[config.mk]
export PLATFORM = sky130hd
export DESIGN_NAME = if_stage
export DESIGN_NICKNAME = d
export VERILOG_FILES = /design/src/rtl/if_stage.sv
export SDC_FILE = /design/constraint.sdc
export NUM_CORES = 1
export LEC_CHECK = 0
export BUFFER_PORTS_ARGS = -buffer_cell sky130_fd_sc_hd__buf_4
export CAP_MARGIN = 30
export CORE_MARGIN = 2
export CORE_UTILIZATION = 30
export DETAILED_ROUTE_END_ITERATION = 16
export HOLD_SLACK_MARGIN = 0.12
export PLACE_DENSITY = 0.62
export SKIP_LAST_GASP = 1
export SLEW_MARGIN = 20
export SYNTH_ARGS = -nofsm -noshare
export SYNTH_HDL_FRONTEND = slang
export SYNTH_SLANG_ARGS = --single-unit
[constraint.sdc]
create_clock -name clk -period 2.7 [get_ports clk]
set_input_delay 0.54 -clock clk [delete_from_list [all_inputs] [get_ports clk]]
set_output_delay 0.54 -clock clk [all_outputs]
set_load 0.02 [all_outputs]
[src/rtl/if_stage.sv]
// if_stage: instruction fetch stage with a one-entry skid buffer feeding the
// IF/ID pipeline register. Instruction memory is synchronous: a word arrives
// one cycle after its address is presented on imem_addr.
// Optional feature: define IF_PERF_CNT_EN to add fetch/stall performance counters.
module if_stage #(
  parameter logic [31:0] RESET_PC = 32'h0000_0000
) (
  input  logic        clk,
  input  logic        rst,
  input  logic        stall,
  input  logic        redirect,
  input  logic [31:0] redirect_pc,
  output logic [31:0] imem_addr,
  input  logic [31:0] imem_rdata,
  output logic [31:0] ifid_inst,
  output logic [31:0] ifid_pc,
  output logic [31:0] ifid_pc4,
  output logic        ifid_valid
`ifdef IF_PERF_CNT_EN
  ,
  output logic [31:0] perf_fetch_cnt,
  output logic [31:0] perf_stall_cnt
`endif
);

  // Fetched instruction together with the address it came from.
  typedef struct packed {
    logic [31:0] inst;
    logic [31:0] pc;
  } fetch_ent_t;

  logic        pc_unused;
  logic [31:0] pc_q;
  logic        inflight_q;
  logic [31:0] inflight_pc_q;
  logic        skid_valid_q;
  fetch_ent_t  skid_q;

  logic        arriving;
  logic        skid_next_valid;
  logic        issue;
  logic        load_valid;
  fetch_ent_t  arr_ent;

  assign imem_addr = pc_q;
  assign arriving  = inflight_q;
  assign arr_ent   = '{inst: imem_rdata, pc: inflight_pc_q};
  assign pc_unused = redirect_pc[1] ^ redirect_pc[0];

  // Skid occupancy next cycle decides whether a new fetch may go out; a
  // fetch is never issued while its result would have nowhere to land.
  always_comb begin
    skid_next_valid = 1'b0;
    if (!redirect)
      skid_next_valid = skid_valid_q ? stall : (arriving & stall);
    issue      = ~redirect & ~skid_next_valid;
    load_valid = ~redirect & ~stall & (skid_valid_q | arriving);
  end

  // PC and in-flight tracking; redirect reloads the PC and drops the fetch in flight.
  always_ff @(posedge clk) begin
    if (rst) begin
      pc_q          <= RESET_PC;
      inflight_q    <= 1'b0;
      inflight_pc_q <= 32'h0;
    end else if (redirect) begin
      pc_q       <= {redirect_pc[31:2], 2'b00};
      inflight_q <= 1'b0;
    end else if (issue) begin
      pc_q          <= pc_q + 32'd4;
      inflight_q    <= 1'b1;
      inflight_pc_q <= pc_q;
    end else begin
      inflight_q <= 1'b0;
    end
  end

  // Skid buffer: catches the arriving word when IF/ID is stalled.
  always_ff @(posedge clk) begin
    if (rst) begin
      skid_valid_q <= 1'b0;
      skid_q       <= '0;
    end else begin
      skid_valid_q <= skid_next_valid;
      if (!redirect && !skid_valid_q && arriving && stall)
        skid_q <= arr_ent;
    end
  end

  // IF/ID register: skid entry has priority over the arriving word to keep order.
  always_ff @(posedge clk) begin
    if (rst) begin
      ifid_valid <= 1'b0;
      ifid_inst  <= 32'h0;
      ifid_pc    <= 32'h0;
      ifid_pc4   <= 32'h0;
    end else if (redirect) begin
      ifid_valid <= 1'b0;
      ifid_inst  <= 32'h0;
    end else if (!stall) begin
      if (skid_valid_q) begin
        ifid_valid <= 1'b1;
        ifid_inst  <= skid_q.inst;
        ifid_pc    <= skid_q.pc;
        ifid_pc4   <= skid_q.pc + 32'd4;
      end else if (arriving) begin
        ifid_valid <= 1'b1;
        ifid_inst  <= arr_ent.inst;
        ifid_pc    <= arr_ent.pc;
        ifid_pc4   <= arr_ent.pc + 32'd4;
      end else begin
        ifid_valid <= 1'b0;
        ifid_inst  <= 32'h0;
      end
    end
  end

`ifdef IF_PERF_CNT_EN
  // Performance counters: valid loads into IF/ID, and stalled cycles holding a real instruction.
  always_ff @(posedge clk) begin
    if (rst) begin
      perf_fetch_cnt <= 32'h0;
      perf_stall_cnt <= 32'h0;
    end else begin
      if (load_valid)          perf_fetch_cnt <= perf_fetch_cnt + 32'd1;
      if (stall && ifid_valid) perf_stall_cnt <= perf_stall_cnt + 32'd1;
    end
  end
`endif

endmodule

After elaboration in Yosys (flattened, before gate mapping). Cells that the tools add are included.

Reduce and logical (&&, ||, !) cells: 10. Add/subtract/negate cells: 3. Muxes and demuxes: 13. Bitwise logic cells: 5.

Operators with widths (number): two-way mux 32 bit (8); adder 32 x 3 -> 32 bit, second input constant (3); two-way mux 1 bit (5); nonzero test 2 bit (2); logical AND 1 bit (3); inverter 1 bit (3); AND reduction 3 bit (1); bitwise AND 1 bit (2); logical NOT 1 bit (2); AND reduction 2 bit (1); OR reduction 2 bit (1).

Register bits: 227. Bits of input ports: 68. Output and inout port bits: 129.

Logic depth before layout (Yosys ltp). Gate-level depths: netlist of run 1.

Depth after elaboration: 7. Mapped depth: 12. Mapped depth without buffers: 7.

Worst setup path before layout of run 1. OpenSTA, ideal clock, no wires.

Kind: flip-flop to flip-flop. Start point: register skid_valid_q. End point: register ifid_pc4[22]. Clock period less this slack: 2.861 ns. Library setup time: 0.062 ns. Arrival: 2.799 ns. Path slack: -0.161 ns. Buffers on the path: 5. Cell stages (with the launch flop): 13. Cells stage by stage: dfxtp_1 buf_6 buf_6 buf_4 buf_2 buf_2 mux2_2 ha_1 nand4_1 nand2_1 nand4_1 or4_1 nand3_1.

Cells in the longest elaborated chain, start to end: 2. Elaborated cells on any way between the ends: 3.

RTL lines: from (decl) (line 36) `logic skid_valid_q;`; from (signal assigned) (line 84) `skid_valid_q <= skid_next_valid;`; nonzero test 2 bit (no source line); AND reduction 3 bit (no source line); to (signal assigned) (line 105) `ifid_pc4 <= skid_q.pc + 32'd4;`; to (signal assigned) (line 110) `ifid_pc4 <= arr_ent.pc + 32'd4;`; to (decl) (line 17) `output logic [31:0] ifid_pc4,`.

Several ways; a longest one is shown, not always the timed one. A chain may end at the register's enable or synchronous reset.

Worst setup path in the final report of run 1.
Start point: register skid_valid_q. End point: register ifid_pc4[31].

The elaborated chain is that of the path after synthesis.

==> flow_metrics.env, run 1 <==
export IMPL_clk_path_buf_depth=3
export IMPL_vias_per_cell=5.07
export IMPL_leakage_nw=4.40
export IMPL_detail_route_drc_violations=0
export IMPL_globalRouteOverflowTotal=0
export IMPL_grt_max_degree=67
export IMPL_antenna_found_initial=0
export IMPL_dominantRegCellSynth="sky130_fd_sc_hd__dfxtp_1"
export IMPL_status="completed"
export IMPL_netlist_instances=1233
export IMPL_timing_critical_path_arrival_ps=2890
export IMPL_global_route_wire_length_before_repair_um=45900
export IMPL_die_width_um=183
export IMPL_number_of_global_route_vias_before_repair=8329
export IMPL_detailed_place_area_sq_um=11500
export IMPL_main_combinational_cell_family_by_area_after_synthesis="simple AND/OR/NAND/NOR gates"
export IMPL_post_route_min_period_ps=2480
export IMPL_clock_insertion_delay_worst_skew_ps=520
export IMPL_layout_area_overhead_vs_synth_pct=27.7
export IMPL_layout_setup_ws_ps=221
export IMPL_synth_warning_count=0
export IMPL_router_iterations_before_antenna_repair=4
export IMPL_drt_wirelength_per_cell_um=16.0
export IMPL_reg2reg_depth=6
export IMPL_ctsRootBufferMaster="sky130_fd_sc_hd__clkbuf_16"
export IMPL_synth_compound_area_frac=0.163
export IMPL_irDropWorstVdd_uv=398
export IMPL_floorplan_die_height_um=183
export IMPL_num_io_pins=197
export IMPL_cts_sinks=217
export IMPL_unrepaired_setup_endpoints_after_global_routing="false"
export IMPL_holdPathEnd="imem_addr[2]"
export IMPL_final_hold_violation_count=0
export IMPL_drive_gt1_frac=0.205
export IMPL_detailroute_via_count=9149
export IMPL_n_antenna_cell=0
export IMPL_worst_hold_path_num_cells=3
export IMPL_setup_viol=0
export IMPL_critPathRequiredTime_ps=3110
export IMPL_r2r_start="skid_valid_q"
export IMPL_finish_net_count=1457
export IMPL_global_route_usage_total=0.167
export IMPL_timing_hold_worst_start="redirect_pc[2]"
export IMPL_cts_hold_fix_buffers=0
export IMPL_postRouteAntennaNets=0
export IMPL_routed_wirelength_um=28900
export IMPL_syn_area_per_cell_sq_um=7.84
export IMPL_post_route_clock_skew_ps=8.15
export IMPL_row_count=65
export IMPL_hold_path_class="in -> reg"
export IMPL_start_kind="flop"
export IMPL_synth_mux_area_fraction=0.0359
export IMPL_tritoncts="built"
export IMPL_fin_total_pwr_w=0.00760
export IMPL_number_of_flip_flops_and_latches_in_the_synthesized_netlist=217
export IMPL_post_synth_xor_area_fraction=0.0308
export IMPL_timing_fmax_ghz=0.403
export IMPL_timing_rr_end="ifid_pc4[31]"
export IMPL_synth_yosys_seq_area_share=0.450
export IMPL_worst_slew_pin_transition_ps=752
export IMPL_place_detailed_hpwl_um=20000
export IMPL_synth_edf_count=0
export IMPL_gp_routability_congestion=0.855
export IMPL_critical_path_peak_fanout=31
export IMPL_layout_worst_path_cycle_share=0.918
export IMPL_async_flop_share=0
export IMPL_synth_simple_area_share=0.270
export IMPL_critical_path_class="reg -> reg"
export IMPL_port_buffer_count=188
export IMPL_ys_types=57
export IMPL_max_slew_margin=0.494
export IMPL_layout_cell_area_non_filler_sq_um=12300
export IMPL_initial_cell_density_of_the_core=0.305
export IMPL_report_final_slew_viol_count=0
export IMPL_timing_max_cap_violations=0
export IMPL_cts_made_buffers=25
export IMPL_preCtsSetupSlack_ps=163
export IMPL_power_per_cell_area_nw_per_um2=616
export IMPL_cts_htree_levels=1
export IMPL_fin_setup_tns_ps=0
export IMPL_cp_capture_type="flop"
export IMPL_die_area_sq_um=33700
export IMPL_worst_r2r_setup_slack_ps=220
export IMPL_synth_cell_area_sq_um=9660
export IMPL_synthAdderAreaFrac=0.00259
export IMPL_cts_clk_slew_worst_paths_ps=60
export IMPL_initialDrtViolationCount=716
export IMPL_fp_coreArea_sq_um=31600
[through the flow]
step,std cells,util,hold slack (ps)
finish,1805,0.390,253
global route,1805,0.390,246
detailed placement,1761,0.363,446
CTS,1804,0.390,231
global placement,1761,0.363,441
floorplan,1238,-,436
[layout make-up]
type                       count  area (sq um)
fill                        3234         19300
multi-input combinational    912          4900
sequential                   217          4350
timing repair buffer         224          1710
clock buffer                  33           706
tap                          402           503
clock inverter                10           150
inverter                       7          26.3
[critical path, cell delays in order (launching register included)]
cell                       delay (ps)
sky130_fd_sc_hd__dfxtp_4          600
sky130_fd_sc_hd__buf_4            360
sky130_fd_sc_hd__nand4_1          200
sky130_fd_sc_hd__o22ai_1          370
sky130_fd_sc_hd__nand4b_1         170
sky130_fd_sc_hd__or4_1            410
sky130_fd_sc_hd__a32o_1           250
[cell usage in the layout, fill, tap and decap left out, types with 3 or more instances in the layout]
master,synthesis,layout
sky130_fd_sc_hd__a21oi_1,182,181
sky130_fd_sc_hd__conb_1,1,6
sky130_fd_sc_hd__or3_1,4,4
sky130_fd_sc_hd__inv_1,6,6
sky130_fd_sc_hd__a211oi_1,38,38
sky130_fd_sc_hd__clkbuf_8,0,5
sky130_fd_sc_hd__a31oi_1,5,5
sky130_fd_sc_hd__clkinv_2,0,6
sky130_fd_sc_hd__o311ai_0,3,3
sky130_fd_sc_hd__nand2b_1,3,3
sky130_fd_sc_hd__dfxtp_1,217,216
sky130_fd_sc_hd__nand3b_1,40,40
sky130_fd_sc_hd__clkbuf_16,0,25
sky130_fd_sc_hd__mux2i_1,24,24
sky130_fd_sc_hd__nor3_1,25,25
sky130_fd_sc_hd__o211ai_1,3,3
sky130_fd_sc_hd__and3_1,4,4
sky130_fd_sc_hd__buf_4,8,222
sky130_fd_sc_hd__nand2_1,283,282
sky130_fd_sc_hd__and4_1,5,5
sky130_fd_sc_hd__nand4b_1,7,7
sky130_fd_sc_hd__xnor2_1,32,32
sky130_fd_sc_hd__nor4_1,15,15
sky130_fd_sc_hd__or4_1,5,5
sky130_fd_sc_hd__nand3_1,34,34
sky130_fd_sc_hd__mux2_2,7,7
sky130_fd_sc_hd__o21ai_0,12,12
sky130_fd_sc_hd__a32oi_1,4,4
sky130_fd_sc_hd__nor2_1,108,108
sky130_fd_sc_hd__clkbuf_1,69,3
sky130_fd_sc_hd__nand4_1,24,24
sky130_fd_sc_hd__bufinv_16,0,4
sky130_fd_sc_hd__a32o_1,3,3
sky130_fd_sc_hd__o31ai_1,4,4
sky130_fd_sc_hd__o22ai_1,5,5
[state kept, by name, indices dropped and copies added, names as in the netlist]
register and count:
ifid_inst 32, ifid_pc 30, arriving 1, inflight_pc_q 30
ifid_pc4 30, ifid_valid 1, imem_addr 30, skid_valid_q 1
skid_q 62
[synth_stat cells, drive strengths merged (2+ instances only)]
master,n,area (sq um)
o211ai,3,22.5
or2,2,12.5
nand2b,3,18.8
or4,5,37.5
o22ai,5,31.3
nand4,24,150
a32o,3,30.0
nor3,27,151
a21oi,182,911
nand2,284,1070
or3,4,25.0
dfxtp,217,4340
xor2,2,17.5
a22oi,2,15.0
xnor2,32,280
a31oi,5,31.3
and4,5,43.8
nand3b,40,300
nor4,15,93.8
a211oi,38,285
inv,7,26.3
and3,5,32.5
nor2,108,405
clkbuf,69,259
ha,2,25.0
mux2i,26,268
o21ai,12,60.1
nand3,34,170
o31ai,4,30.0
o311ai,4,35.0
buf,33,179
mux2,7,78.8
a32oi,4,35.0
nand4b,7,61.3
[cell families after synthesis]
kind of cell,count (synthesis)
flops,217
simple gates,567
other cells,1
buf+inv,109
mux,33
xor+xnor,34
fa+ha+maj,2
compound gates,270
[worst max path at each step]
stage,from,depth (start not counted),slack (ps),to
global placement,skid_valid_q,5,250,imem_addr[31]
global route,skid_valid_q,7,40,imem_addr[14]
finish,skid_valid_q,6,220,ifid_pc4[31]
CTS,skid_valid_q,5,180,imem_addr[29]
detailed placement,skid_valid_q,5,160,imem_addr[29]
floorplan,skid_valid_q,12,20,ifid_pc4[22]
[per-layer routing]
layer | routed length (um) | vias up | part of all wire | global-route usage
li1 | - | 4576 | - | -
met1 | 14400 | 4260 | 0.50 | 0.255
met2 | 12300 | 262 | 0.42 | 0.244
met3 | 1660 | 51 | 0.057 | 0.0244
met4 | 624 | 0 | 0.022 | 0.0390
met5 | 0 | - | 0 | 0
[timing repair]
item,4_1_cts,5_1_grt
endpoints found under the setup margin,0,8
gates resized for setup,0,0
buffers inserted,0,1
[report_power, final]
part / internal [W] / switching, W / total [W]
clock network: 0.00220 / 0.00134 / 0.00354
registers: 0.00329 / 0.000107 / 0.00340
logic: 0.000264 / 0.000397 / 0.000661
No activity file was read; power rests on OpenSTA's default activity.
==> run 2, diff against run 1 <==
MAX_ROUTING_LAYER = met4   (was default)
==> flow_metrics.env, run 2 (synthesized netlist as in run 1, its figures left out) <==
export IMPL_number_of_global_route_vias_before_repair=8335
export IMPL_cts_clk_slew_worst_paths_ps=60
export IMPL_cts_setup_buffers=0
export IMPL_clk_path_buf_depth=3
export IMPL_gp_routability_congestion=0.868
export IMPL_place_detailed_hpwl_um=20000
export IMPL_critical_path_max_stage_delay_ps=600
export IMPL_initial_cell_density_of_the_core=0.305
export IMPL_cts_sinks=217
export IMPL_grt_max_degree=67
export IMPL_vias_per_cell=5.06
export IMPL_fp_coreArea_sq_um=31600
export IMPL_most_common_cell_after_layout_fill_and_taps_aside="sky130_fd_sc_hd__nand2_1"
export IMPL_start_kind="flop"
export IMPL_port_buffer_count=188
export IMPL_cp_capture_type="flop"
export IMPL_layout_common_cells="282 x sky130_fd_sc_hd__nand2_1, 222 x sky130_fd_sc_hd__buf_4, 216 x sky130_fd_sc_hd__dfxtp_1"
export IMPL_cts_hold_fix_buffers=0
export IMPL_clock_insertion_delay_worst_skew_ps=520
export IMPL_ctsRootBufferMaster="sky130_fd_sc_hd__clkbuf_16"
export IMPL_cts_htree_levels=1
export IMPL_global_route_wire_length_before_repair_um=45800
export IMPL_internal_power_w=0.00576
export IMPL_report_final_slew_viol_count=0
export IMPL_drive_gt1_frac=0.205
export IMPL_largest_register="skid_q"
export IMPL_reg_largest_list="skid_q x62, ifid_inst x32"
export IMPL_cts_made_buffers=25
export IMPL_setup_viol=0
export IMPL_timing_critical_path_slowest_stage_cell="sky130_fd_sc_hd__dfxtp_4"
export IMPL_tritoncts="built"
export IMPL_post_route_min_period_ps=2480
export IMPL_timing_fmax_ghz=0.404
export IMPL_switchingPower_w=0.00184
export IMPL_critical_path_cell_by_cell="buf_4, nand4_1, o22ai_1, nand4b_1, or4_1, a32o_1"
export IMPL_unrepaired_setup_endpoints_after_global_routing="false"
export IMPL_timing_max_cap_violations=0
export IMPL_leakage_nw=4.40
export IMPL_layout_worst_path_cycle_share=0.918
export IMPL_global_route_usage_total=0.171
export IMPL_power_switching_fraction=0.243
export IMPL_antenna_found_initial=0
export IMPL_filler_cell_count=3234
export IMPL_layout_area_overhead_vs_synth_pct=27.7
export IMPL_die_area_sq_um=33700
export IMPL_finish_net_count=1457
export IMPL_num_io_pins=197
export IMPL_critPathRequiredTime_ps=3110
export IMPL_detailroute_via_count=9133
export IMPL_timing_critical_path_arrival_ps=2890
export IMPL_power_sequential_fraction=0.447
export IMPL_initialDrtViolationCount=695
export IMPL_critical_path_peak_fanout=31
export IMPL_routed_wirelength_um=29000
export IMPL_postRouteAntennaNets=0
export IMPL_hold_path_class="in -> reg"
export IMPL_n_antenna_cell=0
export IMPL_post_route_clock_skew_ps=6.14
export IMPL_power_per_cell_area_nw_per_um2=616
export IMPL_die_width_um=183
export IMPL_drt_wirelength_per_cell_um=16.0
export IMPL_worst_slew_pin_transition_ps=747
export IMPL_row_count=65
export IMPL_floorplan_die_height_um=183
export IMPL_layout_cell_area_non_filler_sq_um=12300
export IMPL_critical_path_class="reg -> reg"
export IMPL_router_iterations_before_antenna_repair=5
export IMPL_globalRouteOverflowTotal=0
export IMPL_irDropWorstVdd_uv=396
export IMPL_detail_route_drc_violations=0
export IMPL_detailed_place_area_sq_um=11500
export IMPL_power_share_combinational=0.087
export IMPL_largest_reg_flops=62
export IMPL_fin_setup_tns_ps=0
export IMPL_max_slew_margin=0.496
export IMPL_final_hold_violation_count=0
export IMPL_layout_cells_non_filler=1805
export IMPL_power_share_clock=0.466
export IMPL_placed_cells=1761
export IMPL_post_cts_resized_instances=0
export IMPL_status="completed"
-- run 2: path summary, 6_finish.rpt --
| kind | start | end | slack [ps] | cells after the start |
|---|---|---|---|---|
| hold reg to reg | skid_q[7] | skid_q[7] | 450 | 2 |
| setup / recovery | skid_valid_q | ifid_pc4[31] | 220 | 6 |
| setup reg to reg | skid_valid_q | ifid_pc4[31] | 220 | 6 |
| hold / removal | redirect_pc[2] | imem_addr[2] | 250 | 3 |
-- run 2: routing by layer --
layer | part of all wire | global-route usage | wire, um
met1 | 0.50 | 0.255 | 14500
met2 | 0.42 | 0.244 | 12300
met3 | 0.057 | 0.0232 | 1640
met4 | 0.021 | 0.0390 | 610
met5 | 0 | - | 0
-- run 2: power by group through the flow --
stage	clock, W	combinational (W)	sequential (W)
global placement	0	0.000655	0.00346
finish	0.00354	0.000661	0.00340
floorplan	0	0.000334	0.00350
detailed placement	0	0.000663	0.00347
global route	0.00376	0.000725	0.00341
CTS	0.00363	0.000665	0.00340
-- run 2: final cells by class --
type	instances	area, sq um	area share
Tap cell	402	503	0.0408
Timing Repair Buffer	224	1710	0.138
Sequential cell	217	4350	0.352
Multi-Input combinational cell	912	4900	0.397
Inverter	7	26.3	0.00213
Clock buffer	33	706	0.0572
Clock inverter	10	150	0.0122
-- run 2: critical path, delay by kind of cell, from the launching register on --
| family | cells | cell delay [ps] |
|---|---|---|
| and+or+nand+nor | 3 | 780 |
| AOI/OAI and AO/OA | 2 | 620 |
| DFF | 1 | 600 |
| buffers and inverters | 1 | 360 |
-- run 2: through the flow --
stage	utilization	total power [W]	hold WS [ps]	setup WS, ps
floorplan	-	0.00383	436	16.8
global placement	0.363	0.00412	441	248
detailed placement	0.363	0.00413	446	163
CTS	0.390	0.00769	231	176
global route	0.390	0.00790	246	41.8
finish	0.390	0.00760	252	222
==> run 3, diff against run 2 <==
ABC_AREA = 1   (was default)
PLACE_DENSITY = 0.61   (was 0.62)
==> flow_metrics.env, run 3 <==
export IMPL_status="completed"
export IMPL_internal_power_w=0.00571
export IMPL_layout_common_cells="277 x sky130_fd_sc_hd__nand2_1, 216 x sky130_fd_sc_hd__dfxtp_1, 212 x sky130_fd_sc_hd__nor2_1"
export IMPL_start_kind="flop"
export IMPL_cts_htree_levels=1
export IMPL_cts_sinks=217
export IMPL_synth_yosys_seq_area_share=0.430
export IMPL_power_per_cell_area_nw_per_um2=610
export IMPL_router_iterations_before_antenna_repair=5
export IMPL_die_width_um=187
export IMPL_tritoncts="built"
export IMPL_critPathRequiredTime_ps=3130
export IMPL_critical_path_class="reg -> reg"
export IMPL_fin_setup_tns_ps=0
export IMPL_hold_path_class="in -> reg"
export IMPL_initialDrtViolationCount=697
export IMPL_placed_cells=1997
export IMPL_row_count=67
export IMPL_worst_r2r_setup_slack_ps=360
export IMPL_register_area_sq_um=4350
export IMPL_clk_path_buf_depth=3
export IMPL_postRouteAntennaNets=0
export IMPL_die_area_sq_um=35100
export IMPL_irDropWorstVdd_uv=402
export IMPL_num_io_pins=197
export IMPL_critical_path_cell_by_cell="ha_1, nand2_1, nor2_1, nand2_1, nor2_2, nand3b_1, o21ai_0, nand3_1, nand2_1, inv_1"
export IMPL_power_share_combinational=0.108
export IMPL_drt_wirelength_per_cell_um=15.3
export IMPL_reg2reg_depth=10
export IMPL_layout_worst_path_cycle_share=0.866
export IMPL_synth_warning_count=0
export IMPL_global_route_wire_length_before_repair_um=49800
export IMPL_power_sequential_fraction=0.445
export IMPL_ctsRootBufferMaster="sky130_fd_sc_hd__clkbuf_16"
export IMPL_cp_capture_type="flop"
export IMPL_detail_route_drc_violations=0
export IMPL_filler_cell_count=3555
export IMPL_number_of_global_route_vias_before_repair=9077
export IMPL_largest_register="skid_q"
export IMPL_max_slew_margin=0.542
export IMPL_cts_clk_slew_worst_paths_ps=60
export IMPL_reg_largest_list="skid_q x62, ifid_inst x32"
export IMPL_r2r_start="imem_addr[2]"
export IMPL_vias_per_cell=4.84
export IMPL_cts_hold_fix_buffers=0
export IMPL_buffering_stage_count_on_the_worst_path_with_inverters_included=1
export IMPL_leakage_nw=5.43
export IMPL_timing_rr_end="imem_addr[26]"
export IMPL_detailroute_via_count=9883
export IMPL_crit_end="imem_addr[26]"
export IMPL_initial_cell_density_of_the_core=0.302
export IMPL_power_share_clock=0.448
export IMPL_synth_area_leader_cell="sky130_fd_sc_hd__dfxtp_1"
export IMPL_floorplan_die_height_um=187
export IMPL_fin_total_pwr_w=0.00774
export IMPL_layout_area_overhead_vs_synth_pct=25.8
export IMPL_global_route_usage_total=0.178
export IMPL_most_common_cell_in_the_netlist="sky130_fd_sc_hd__nand2_1"
export IMPL_timing_critical_path_slowest_stage_cell="sky130_fd_sc_hd__dfxtp_1"
export IMPL_netlist_instances=1424
export IMPL_timing_fmax_ghz=0.428
export IMPL_clock_insertion_delay_worst_skew_ps=530
export IMPL_report_final_slew_viol_count=0
export IMPL_final_hold_violation_count=0
export IMPL_cts_setup_buffers=0
export IMPL_post_cts_resized_instances=0
export IMPL_gp_routability_congestion=0.887
export IMPL_ys_types=48
export IMPL_synth_edf_count=0
export IMPL_finish_net_count=1647
export IMPL_synth_top_cells_by_count="277 x sky130_fd_sc_hd__nand2_1, 217 x sky130_fd_sc_hd__dfxtp_1, 213 x sky130_fd_sc_hd__nor2_1, 144 x sky130_fd_sc_hd__o21ai_0, 112 x sky130_fd_sc_hd__inv_1"
export IMPL_async_flop_share=0
export IMPL_port_buffer_count=188
export IMPL_timing_critical_path_arrival_ps=2770
export IMPL_timing_max_cap_violations=0
export IMPL_power_switching_fraction=0.263
export IMPL_netlist_top_cells_area="sky130_fd_sc_hd__dfxtp_1 43%, sky130_fd_sc_hd__nand2_1 10%, sky130_fd_sc_hd__nor2_1 7.9%, sky130_fd_sc_hd__o21ai_0 7.1%, sky130_fd_sc_hd__a21oi_1 4.2%"
export IMPL_routed_wirelength_um=31300
export IMPL_unrepaired_setup_endpoints_after_global_routing="false"
export IMPL_layout_cells_non_filler=2044
export IMPL_dominantRegCellSynth="sky130_fd_sc_hd__dfxtp_1"
export IMPL_critical_path_peak_fanout=6
export IMPL_place_detailed_hpwl_um=22000
export IMPL_fp_coreArea_sq_um=33400
export IMPL_cts_made_buffers=26
export IMPL_synth_top_cell_area_share=0.430
export IMPL_worst_path_top_cell_family_by_delay="simple AND/OR/NAND/NOR gates"
export IMPL_critical_path_max_stage_delay_ps=430
export IMPL_drive_gt1_frac=0.197
export IMPL_grt_max_degree=87
export IMPL_detailed_place_area_sq_um=11800
export IMPL_critical_path_depth=10
export IMPL_globalRouteOverflowTotal=0
export IMPL_post_route_min_period_ps=2340
export IMPL_synth_cell_area_sq_um=10100
export IMPL_multiInputGateArea_sq_um=4900
export IMPL_preCtsSetupSlack_ps=463
export IMPL_antenna_found_initial=0
export IMPL_setup_viol=0
export IMPL_n_antenna_cell=0
export IMPL_most_common_cell_after_layout_fill_and_taps_aside="sky130_fd_sc_hd__nand2_1"
export IMPL_worst_slew_pin_transition_ps=687
export IMPL_crit_start="imem_addr[2]"
export IMPL_worst_hold_path_num_cells=3
export IMPL_post_route_clock_skew_ps=10.6
export IMPL_largest_reg_flops=62
export IMPL_layout_setup_ws_ps=361
export IMPL_cp_common_cell="sky130_fd_sc_hd__nand2_1"
export IMPL_syn_area_per_cell_sq_um=7.09
export IMPL_layout_cell_area_non_filler_sq_um=12700
export IMPL_switchingPower_w=0.00203
export IMPL_number_of_flip_flops_and_latches_in_the_synthesized_netlist=217
[run 3: cell type report]
type,count,share of cell area
clock inverters,13,0.00995
clock buffers,34,0.0569
inverters,116,0.0344
multi-input cells,1007,0.386
flip-flops and latches,217,0.342
repair buffers,209,0.127
well taps,448,0.0441
[run 3: routing by layer]
layer | wire length [um] | share of wire | global-route usage
met1 | 15800 | 0.50 | 0.261
met2 | 13100 | 0.42 | 0.258
met3 | 1980 | 0.063 | 0.0270
met4 | 431 | 0.014 | 0.0354
met5 | 0 | 0 | -
[run 3: power groups by stage]
stage	combinational, W	sequential, W	clock (W)
global placement	0.000824	0.00351	0
finish	0.000833	0.00344	0.00347
global route	0.000918	0.00346	0.00368
floorplan	0.000426	0.00356	0
CTS	0.000836	0.00344	0.00355
detailed placement	0.000831	0.00351	0
[run 3: kinds of logic after synthesis]
kind of cell	count (synthesis)	share of synthesized area
xor gates and xnor gates	9	0.00781
and+or+nand+nor	642	0.273
DFF	217	0.430
other	1	0.000372
adders and majority gates	2	0.00248
muxes	1	0.000992
buffers and inverters	205	0.0864
AOI/OAI and AO/OA	347	0.198
[run 3: tightest hold or removal path: cells and delay by family]
| family | cells | cell delay, ps |
|---|---|---|
| buf+inv | 1 | 80 |
| simple gates | 2 | 110 |
[run 3: worst min-delay path by stage]
| stage | slack, ps | from | to |
|---|---|---|---|
| after global routing | 240 | imem_rdata[21] | skid_q[53] |
| after detailed placement | 440 | skid_q[8] | skid_q[8] |
| after global placement | 430 | skid_q[7] | skid_q[7] |
| after floorplan | 420 | skid_q[7] | skid_q[7] |
| after CTS | 240 | imem_rdata[30] | skid_q[62] |
| final | 250 | imem_rdata[30] | skid_q[62] |
[run 3: through the flow]
stage / utilization / hold slack, ps
after CTS: 0.381 / 236
after floorplan: - / 424
after detailed placement: 0.355 / 443
final: 0.381 / 248
after global placement: 0.355 / 434
after global routing: 0.381 / 243
